[src/rtl/mem_responder_pkg.sv]
`default_nettype none
// ============================================================================
// Module  : mem_if_pkg
// Purpose : Shared types, constants and helpers for the CPU data-memory
//           responder (state encoding, bus widths, byte-to-word addressing).
// Ports   : none (package)
// Revision: 1.0 - initial release
// ============================================================================
package mem_if_pkg;

  typedef enum logic [1:0] {
    IDLE = 2'd0,
    WAIT = 2'd1,
    RESP = 2'd2
  } rsp_state_t;

  localparam int WORD_BYTES = 4;
  localparam int ADDR_W     = 32;

  // Word index of a byte address: drops the byte-offset bits.
  function automatic logic [ADDR_W-3:0] word_index(input logic [ADDR_W-1:0] addr);
    return addr[ADDR_W-1:2];
  endfunction

endpackage
`default_nettype wire

[src/rtl/mem_responder_if.sv]
`default_nettype none
// ============================================================================
// Module  : mem_responder_if
// Purpose : Request/response valid-ready bundle between the CPU load/store
//           path (master) and the memory responder (slave).
// Ports   : req_valid_i/req_ready_o/req_we_i/req_addr_i/req_wdata_i  request
//           rsp_valid_o/rsp_ready_i/rsp_rdata_o/rsp_err_o             response
//           Suffixes are named from the responder's point of view.
// Revision: 1.0 - initial release
// ============================================================================
interface mem_responder_if;
  import mem_if_pkg::*;

  logic              req_valid_i;
  logic              req_ready_o;
  logic              req_we_i;
  logic [ADDR_W-1:0] req_addr_i;
  logic [31:0]       req_wdata_i;
  logic              rsp_valid_o;
  logic              rsp_ready_i;
  logic [31:0]       rsp_rdata_o;
  logic              rsp_err_o;

  modport slave (
    input  req_valid_i, req_we_i, req_addr_i, req_wdata_i, rsp_ready_i,
    output req_ready_o, rsp_valid_o, rsp_rdata_o, rsp_err_o
  );

  modport master (
    output req_valid_i, req_we_i, req_addr_i, req_wdata_i, rsp_ready_i,
    input  req_ready_o, rsp_valid_o, rsp_rdata_o, rsp_err_o
  );

endinterface
`default_nettype wire

[src/rtl/mem_responder_mem_array.sv]
`default_nettype none
// ============================================================================
// Module  : mem_array
// Purpose : Word-wide RAM, synchronous write, combinational read. Contents
//           have no reset so they survive a responder reset.
// Ports   : clk_i            clock
//           i_we             write enable
//           i_waddr/i_wdata  write word index / data
//           i_raddr          read word index
//           o_rdata          read data (combinational)
// Revision: 1.0 - initial release
// ============================================================================
module mem_array #(
  parameter int DEPTH_WORDS = 128,
  parameter int AW          = $clog2(DEPTH_WORDS)
) (
  input  wire logic          clk_i,
  input  wire logic          i_we,
  input  wire logic [AW-1:0] i_waddr,
  input  wire logic [31:0]   i_wdata,
  input  wire logic [AW-1:0] i_raddr,
  output logic      [31:0]   o_rdata
);

  logic [31:0] r_mem [DEPTH_WORDS];

  always_ff @(posedge clk_i) begin
    if (i_we) begin
      r_mem[i_waddr] <= i_wdata;
    end
  end

  assign o_rdata = r_mem[i_raddr];

endmodule
`default_nettype wire

[src/rtl/mem_responder.sv]
`default_nettype none
// ============================================================================
// Module  : mem_responder
// Purpose : Responder end of the CPU data-memory interface. Accepts one
//           load/store at a time, waits LATENCY cycles, then presents the
//           response until the initiator takes it.
// Ports   : clk_i  clock
//           rst_i  asynchronous active-high reset
//           bus    mem_responder_if.slave request/response channels
// Revision: 1.0 - initial release
// ============================================================================
module mem_responder
  import mem_if_pkg::*;
#(
  parameter int DEPTH_WORDS = 128,
  parameter int LATENCY     = 2
) (
  input wire logic       clk_i,
  input wire logic       rst_i,
  mem_responder_if.slave bus
);

  localparam int         AW       = $clog2(DEPTH_WORDS);
  localparam logic [3:0] C_LAT_M1 = 4'(LATENCY - 1);

  rsp_state_t      r_state;
  rsp_state_t      w_state_nxt;
  logic [3:0]      r_cnt;
  logic            r_we;
  logic            r_err;
  logic [AW-1:0]   r_idx;
  logic [31:0]     r_rdata;
  logic            r_rsp_err;

  logic            w_accept;
  logic            w_req_err;
  logic            w_mem_we;
  logic [31:0]     w_mem_rdata;

  // Misaligned or beyond the array: flagged at accept, never written.
  assign w_req_err = (bus.req_addr_i[1:0] != 2'b00) ||
                     ({2'b00, word_index(bus.req_addr_i)} >= 32'(DEPTH_WORDS));

  assign w_accept  = (r_state == IDLE) && bus.req_valid_i;

  // Store lands in the array on the accept edge itself; gated by reset so
  // nothing is accepted while reset is held.
  assign w_mem_we  = w_accept && bus.req_we_i && !w_req_err && !rst_i;

  mem_array #(
    .DEPTH_WORDS (DEPTH_WORDS),
    .AW          (AW)
  ) u_mem_array (
    .clk_i   (clk_i),
    .i_we    (w_mem_we),
    .i_waddr (bus.req_addr_i[AW+1:2]),
    .i_wdata (bus.req_wdata_i),
    .i_raddr (r_idx),
    .o_rdata (w_mem_rdata)
  );

  // State register
  always_ff @(posedge clk_i or posedge rst_i) begin
    if (rst_i) begin
      r_state <= IDLE;
    end else begin
      r_state <= w_state_nxt;
    end
  end

  // Next state and handshake outputs
  always_comb begin
    w_state_nxt     = r_state;
    bus.req_ready_o = 1'b0;
    bus.rsp_valid_o = 1'b0;
    case (r_state)
      IDLE: begin
        bus.req_ready_o = 1'b1;
        if (bus.req_valid_i) begin
          w_state_nxt = WAIT;
        end
      end
      WAIT: begin
        if (r_cnt == 4'd0) begin
          w_state_nxt = RESP;
        end
      end
      RESP: begin
        bus.rsp_valid_o = 1'b1;
        if (bus.rsp_ready_i) begin
          w_state_nxt = IDLE;
        end
      end
      default: begin
        w_state_nxt = IDLE;
      end
    endcase
  end

  // Request latch, latency counter and response data
  always_ff @(posedge clk_i or posedge rst_i) begin
    if (rst_i) begin
      r_cnt     <= 4'd0;
      r_we      <= 1'b0;
      r_err     <= 1'b0;
      r_idx     <= '0;
      r_rdata   <= 32'd0;
      r_rsp_err <= 1'b0;
    end else begin
      case (r_state)
        IDLE: begin
          if (w_accept) begin
            r_we  <= bus.req_we_i;
            r_err <= w_req_err;
            r_idx <= bus.req_addr_i[AW+1:2];
            r_cnt <= C_LAT_M1;
          end
        end
        WAIT: begin
          if (r_cnt == 4'd0) begin
            // Read happens now, so a store accepted earlier is visible.
            r_rdata   <= (r_we || r_err) ? 32'd0 : w_mem_rdata;
            r_rsp_err <= r_err;
          end else begin
            r_cnt <= r_cnt - 4'd1;
          end
        end
        RESP: begin
          if (bus.rsp_ready_i) begin
            r_rdata   <= 32'd0;
            r_rsp_err <= 1'b0;
          end
        end
        default: begin
          r_cnt <= 4'd0;
        end
      endcase
    end
  end

  assign bus.rsp_rdata_o = r_rdata;
  assign bus.rsp_err_o   = r_rsp_err;

endmodule
`default_nettype wire

[src/flat_wrapper.sv]
// flat-port wrapper written by rule: the top's interface ports become plain ports
module mem_responder_flat import mem_if_pkg::*;
#(
  parameter int DEPTH_WORDS = 128,
  parameter int LATENCY     = 2
)
  (clk_i, rst_i, bus_req_valid_i, bus_req_we_i, bus_req_addr_i, bus_req_wdata_i, bus_rsp_ready_i, bus_req_ready_o, bus_rsp_valid_o, bus_rsp_rdata_o, bus_rsp_err_o);
  mem_responder_if bus_i ();
  input wire logic clk_i;
  input wire logic rst_i;
  input wire logic [$bits(bus_i.req_valid_i)-1:0] bus_req_valid_i;
  input wire logic [$bits(bus_i.req_we_i)-1:0] bus_req_we_i;
  input wire logic [$bits(bus_i.req_addr_i)-1:0] bus_req_addr_i;
  input wire logic [$bits(bus_i.req_wdata_i)-1:0] bus_req_wdata_i;
  input wire logic [$bits(bus_i.rsp_ready_i)-1:0] bus_rsp_ready_i;
  output wire logic [$bits(bus_i.req_ready_o)-1:0] bus_req_ready_o;
  output wire logic [$bits(bus_i.rsp_valid_o)-1:0] bus_rsp_valid_o;
  output wire logic [$bits(bus_i.rsp_rdata_o)-1:0] bus_rsp_rdata_o;
  output wire logic [$bits(bus_i.rsp_err_o)-1:0] bus_rsp_err_o;
  assign bus_i.req_valid_i = bus_req_valid_i;
  assign bus_i.req_we_i = bus_req_we_i;
  assign bus_i.req_addr_i = bus_req_addr_i;
  assign bus_i.req_wdata_i = bus_req_wdata_i;
  assign bus_i.rsp_ready_i = bus_rsp_ready_i;
  assign bus_req_ready_o = bus_i.req_ready_o;
  assign bus_rsp_valid_o = bus_i.rsp_valid_o;
  assign bus_rsp_rdata_o = bus_i.rsp_rdata_o;
  assign bus_rsp_err_o = bus_i.rsp_err_o;
  mem_responder #(.DEPTH_WORDS(DEPTH_WORDS), .LATENCY(LATENCY)) u_core (.clk_i(clk_i), .rst_i(rst_i), .bus(bus_i));
endmodule
[config.mk]
export PLATFORM = sky130hd
export DESIGN_NAME = mem_responder_flat
export DESIGN_NICKNAME = d
export VERILOG_FILES = /design/src/rtl/mem_responder_pkg.sv /design/src/rtl/mem_responder_if.sv /design/src/rtl/mem_responder_mem_array.sv /design/src/rtl/mem_responder.sv /design/src/flat_wrapper.sv
export SDC_FILE = /design/constraint.sdc
export NUM_CORES = 2
export LEC_CHECK = 0
export CAP_MARGIN = 20
export CORE_MARGIN = 3
export CORE_UTILIZATION = 50
export CTS_CLUSTER_SIZE = 12
export DETAILED_ROUTE_END_ITERATION = 8
export GPL_TIMING_DRIVEN = 1
export PLACE_DENSITY = 0.74
export SLEW_MARGIN = 20
export SYNTH_ARGS = -nofsm -noshare
export SYNTH_HDL_FRONTEND = slang
export SYNTH_SLANG_ARGS = --single-unit
[constraint.sdc]
create_clock -name clk_i -period 3.7 [get_ports clk_i]
set_input_delay 0.74 -clock clk_i [delete_from_list [all_inputs] [get_ports clk_i]]
set_output_delay 0.74 -clock clk_i [all_outputs]
set_load 0.05 [all_outputs]
==> out/summary.txt <==
====================================================================================================
Routed length per placed instance ..................................................... 35.1 microns
Die span in y .........................................................................  571 microns
Class of the most critical setup path .................................................   reg -> reg
Class of the tightest hold or removal check ...........................................    in -> reg
Area of the core ......................................................................  0.316 sq mm
Final Max Tran Viols ..................................................................            0
Transition time at the pin with the least slew margin .................................      1230 ps
Final period demand of the worst path .................................................      3640 ps
Final number of setup-violating endpoints .............................................            0
TritonCTS clock tree ..................................................................         done
Global routing usage summed across all routing layers .................................        0.270
Cell at the root of the clock tree .................................................... sky130_fd_sc_hd__clkbuf_16
Required time of the critical path ....................................................      4500 ps
Die Span X ............................................................................  571 microns
Clock insertion delay at the later pin of the skew report .............................       930 ps
Post-route antenna net violation count ................................................            0
Critical path data arrival time .......................................................      4440 ps
Count of hold-fix buffers inserted at cts .............................................            0
Tcrit/Tclk final ......................................................................        0.984
Total area of multi-input combinational cells ......................................... 0.0342 sq mm
Area added between synthesis and finish ...............................................        16.6%
Fraction of registers with async set/reset ............................................       0.0116
Max H-tree Level ......................................................................            5
Layout cell share with drive strength beyond 1 ........................................        0.297
Clock tree sinks ......................................................................        4,144
Post-layout power .....................................................................       126 mW
Highest attainable clock frequency ....................................................      275 MHz
Setup Skew ............................................................................      49.9 ps
Outcome ............................................................................... finished with violations
Unrepaired setup endpoints after global routing .......................................           no
Detailed router's first-iteration violation count .....................................       13,300
Count of vias placed by the detailed router ...........................................       81,700
Mean area per synthesized cell ........................................................   21.8 sq um
Post-detail-place hpwl ................................................................       275 mm
Crit. End Element .....................................................................         flop
IO Count ..............................................................................          104
Starting density of the core ..........................................................        0.504
Total iterations of the first detailed-routing run ....................................            9
Post-detailed-routing wire length .....................................................       440 mm
Sequential standard cell area .........................................................  0.124 sq mm
Prevailing post-synth register cell ................................................... sky130_fd_sc_hd__edfxtp_1
Worst Hold Margin .....................................................................       268 ps
Die Footprint .........................................................................  0.325 sq mm
Grt total ovfl ........................................................................            0
Number of synthesized register bits ...................................................        4,144
First-pass GRT wire length ............................................................       618 mm
Max transition margin .................................................................        0.182
Max_cap viols .........................................................................            0
Critical path fanouts, max ............................................................           32
DR DRC count ..........................................................................           19
Failing checks ........................................................................          DRC
Routed via count divided by cell count ................................................         6.52
Fillcell total ........................................................................       21,300
Clock-pin slew reported for the worst setup and hold paths after clock tree synthesis .        60 ps
Cell accounting for the most synthesized area ......................................... sky130_fd_sc_hd__edfxtp_1
Largest buffer count on any clock path ................................................            4
Maximum number of pins on one net before global-route repair ..........................          129
Area share of the largest cell type after synthesis ...................................        0.772
Synth Net Count .......................................................................        7,391
Number of distinct library cells after synthesis ......................................           51
Worst voltage drop across the vdd grid ................................................     0.445 mV
Port-buffer cells .....................................................................          103
Leak pwr ..............................................................................      59.3 nW
Initial antenna violation count .......................................................           35
Cell types occupying the most area after synthesis .................................... sky130_fd_sc_hd__edfxtp_1, sky130_fd_sc_hd__mux4_2, sky130_fd_sc_hd__mux2i_1
Number of synthesized flops with an enable pin ........................................        4,096
Startpoint type of the worst setup path ...............................................         flop
Clock buffer count from CTS ...........................................................          414
Power per cell area ...................................................................  679 mW/mm^2
Synthesized area ......................................................................  0.159 sq mm
Weighted congestion reported at the end of routability-driven placement ...............         1.01
Sequential share of the synthesized area ..............................................        0.780
Reg-to-reg setup timing slack .........................................................        60 ps
Synthesized instance count ............................................................        7,320
Number of global-route vias before repair .............................................       80,900
Number of hold violations in the final report .........................................            0
Nets ..................................................................................        8,209
Core Rows .............................................................................          206
Ys Warns ..............................................................................            0
====================================================================================================
==> per-layer routing <==
layer,vias to the layer above,track usage,wire [microns]
li1,32300,-,-
met1,42700,0.358,154000
met2,5737,0.417,206000
met3,969,0.0724,53900
met4,14,0.130,25600
met5,-,0,108
==> worst max-delay path: stages (launching register included) <==
cell and delay [ps]:
sky130_fd_sc_hd__dfrtp_4 660, sky130_fd_sc_hd__buf_12 280, sky130_fd_sc_hd__buf_12 220, sky130_fd_sc_hd__buf_12 260, sky130_fd_sc_hd__mux4_2 360, sky130_fd_sc_hd__mux2i_1 180
sky130_fd_sc_hd__buf_4 180, sky130_fd_sc_hd__nor2_1 60, sky130_fd_sc_hd__a311oi_2 510, sky130_fd_sc_hd__buf_4 220, sky130_fd_sc_hd__or4_1 380, sky130_fd_sc_hd__nand3_1 130
==> registers in the layout (all words and copies together) (netlist names) <==
signal                    count
u_core.bus.rsp_err_o          1
u_core.bus.rsp_rdata_o       32
u_core.r_cnt                  4
u_core.r_err                  1
u_core.r_idx                  7
u_core.r_state                2
u_core.r_we                   1
u_core.u_mem_array.r_mem   4096
==> final timing paths <==
check,startpoint,end,cells after the start
worst max-delay path,u_core.r_idx[1],u_core.bus.rsp_rdata_o[27],11
worst min-delay path,bus_req_wdata_i[4],u_core.u_mem_array.r_mem[106][4],1
worst max register to register,u_core.r_idx[1],u_core.bus.rsp_rdata_o[27],11
worst min register to register,u_core.bus.rsp_err_o,u_core.bus.rsp_err_o,2
max in group asynchronous,rst_i,u_core.r_idx[1],4
min in group asynchronous,rst_i,u_core.bus.rsp_rdata_o[2],3
==> metrics by stage <==
| step | setup WS (ps) | instances | area (sq um) | utilization | TNS (ps) |
|---|---|---|---|---|---|
| global route | 15.1 | 12500 | 186000 | 0.588 | 0 |
| detailed placement | -27.9 | 11900 | 174000 | 0.550 | -27.9 |
| finish | 59.9 | 12500 | 186000 | 0.588 | 0 |
| floorplan | -207 | 7320 | 160000 | - | -388910 |
| global placement | -38.2 | 11900 | 174000 | 0.550 | -4010 |
| CTS | -29.6 | 12500 | 186000 | 0.588 | -59.0 |
==> power by group <==
| part | internal (mW) | switching, mW |
|---|---|---|
| sequential | 51.7 | 0.464 |
| clock | 21.0 | 16.8 |
| combinational | 15.3 | 20.9 |
==> kinds of logic after synthesis <==
family	Yosys count	share of synthesized area
DFF	4144	0.780
and+or+nand+nor	547	0.0145
buffers and inverters	412	0.0125
AOI/OAI and AO/OA	587	0.0260
muxes	1628	0.167
adders and majority gates	2	0.000157
==> placed cells by master, fill, tap and decap left out, types with 60 or more instances in the layout <==
cell | synthesis | routed
sky130_fd_sc_hd__clkbuf_1 | 147 | 108
sky130_fd_sc_hd__mux2_2 | 294 | 294
sky130_fd_sc_hd__buf_12 | 0 | 317
sky130_fd_sc_hd__buf_4 | 52 | 418
sky130_fd_sc_hd__mux4_2 | 800 | 800
sky130_fd_sc_hd__mux2i_1 | 534 | 533
sky130_fd_sc_hd__o221ai_1 | 77 | 77
sky130_fd_sc_hd__nand2_1 | 247 | 240
sky130_fd_sc_hd__edfxtp_1 | 4096 | 4096
sky130_fd_sc_hd__clkdlybuf4s50_1 | 0 | 71
sky130_fd_sc_hd__clkbuf_16 | 0 | 416
sky130_fd_sc_hd__nand3_1 | 62 | 60
sky130_fd_sc_hd__o21ai_0 | 133 | 133
sky130_fd_sc_hd__a22oi_1 | 161 | 160
sky130_fd_sc_hd__nor2_4 | 0 | 130
==> synthesized netlist by cell type, drive strengths merged (4+ instances only) <==
master   number
nor4          9
mux2        294
a22oi       161
o221ai       77
dfrtp        48
buf         257
a2111oi       7
o31ai        16
mux2i       534
o22ai        41
inv           7
and2          4
mux4        800
a32oi         8
a211o        16
nand2b        6
o21ai       133
nor2b        12
nor2        183
clkbuf      148
o211ai       23
edfxtp     4096
nand3        62
nand2       247
a311oi       32
a211oi       25
nor3          7
a21oi        44
==> cell type report <==
| type | count | share of cell area |
|---|---|---|
| clock buffers | 535 | 0.0590 |
| well taps | 4160 | 0.0280 |
| flip-flops and latches | 4144 | 0.669 |
| inverters | 7 | 0.000229 |
| diodes | 14 | 0.000189 |
| multi-input cells | 2764 | 0.184 |
| repair buffers | 807 | 0.0550 |
| clock inverters | 101 | 0.00467 |
==> repair_timing <==
| item | 4_1_cts | 5_1_grt |
|---|---|---|
| setup endpoints to repair | 2 | 4 |
| setup buffers | 0 | 5 |
| endpoints found under the hold margin | 0 | 0 |
| resized for setup | 0 | 3 |
Power figures use the tool's default switching activity.
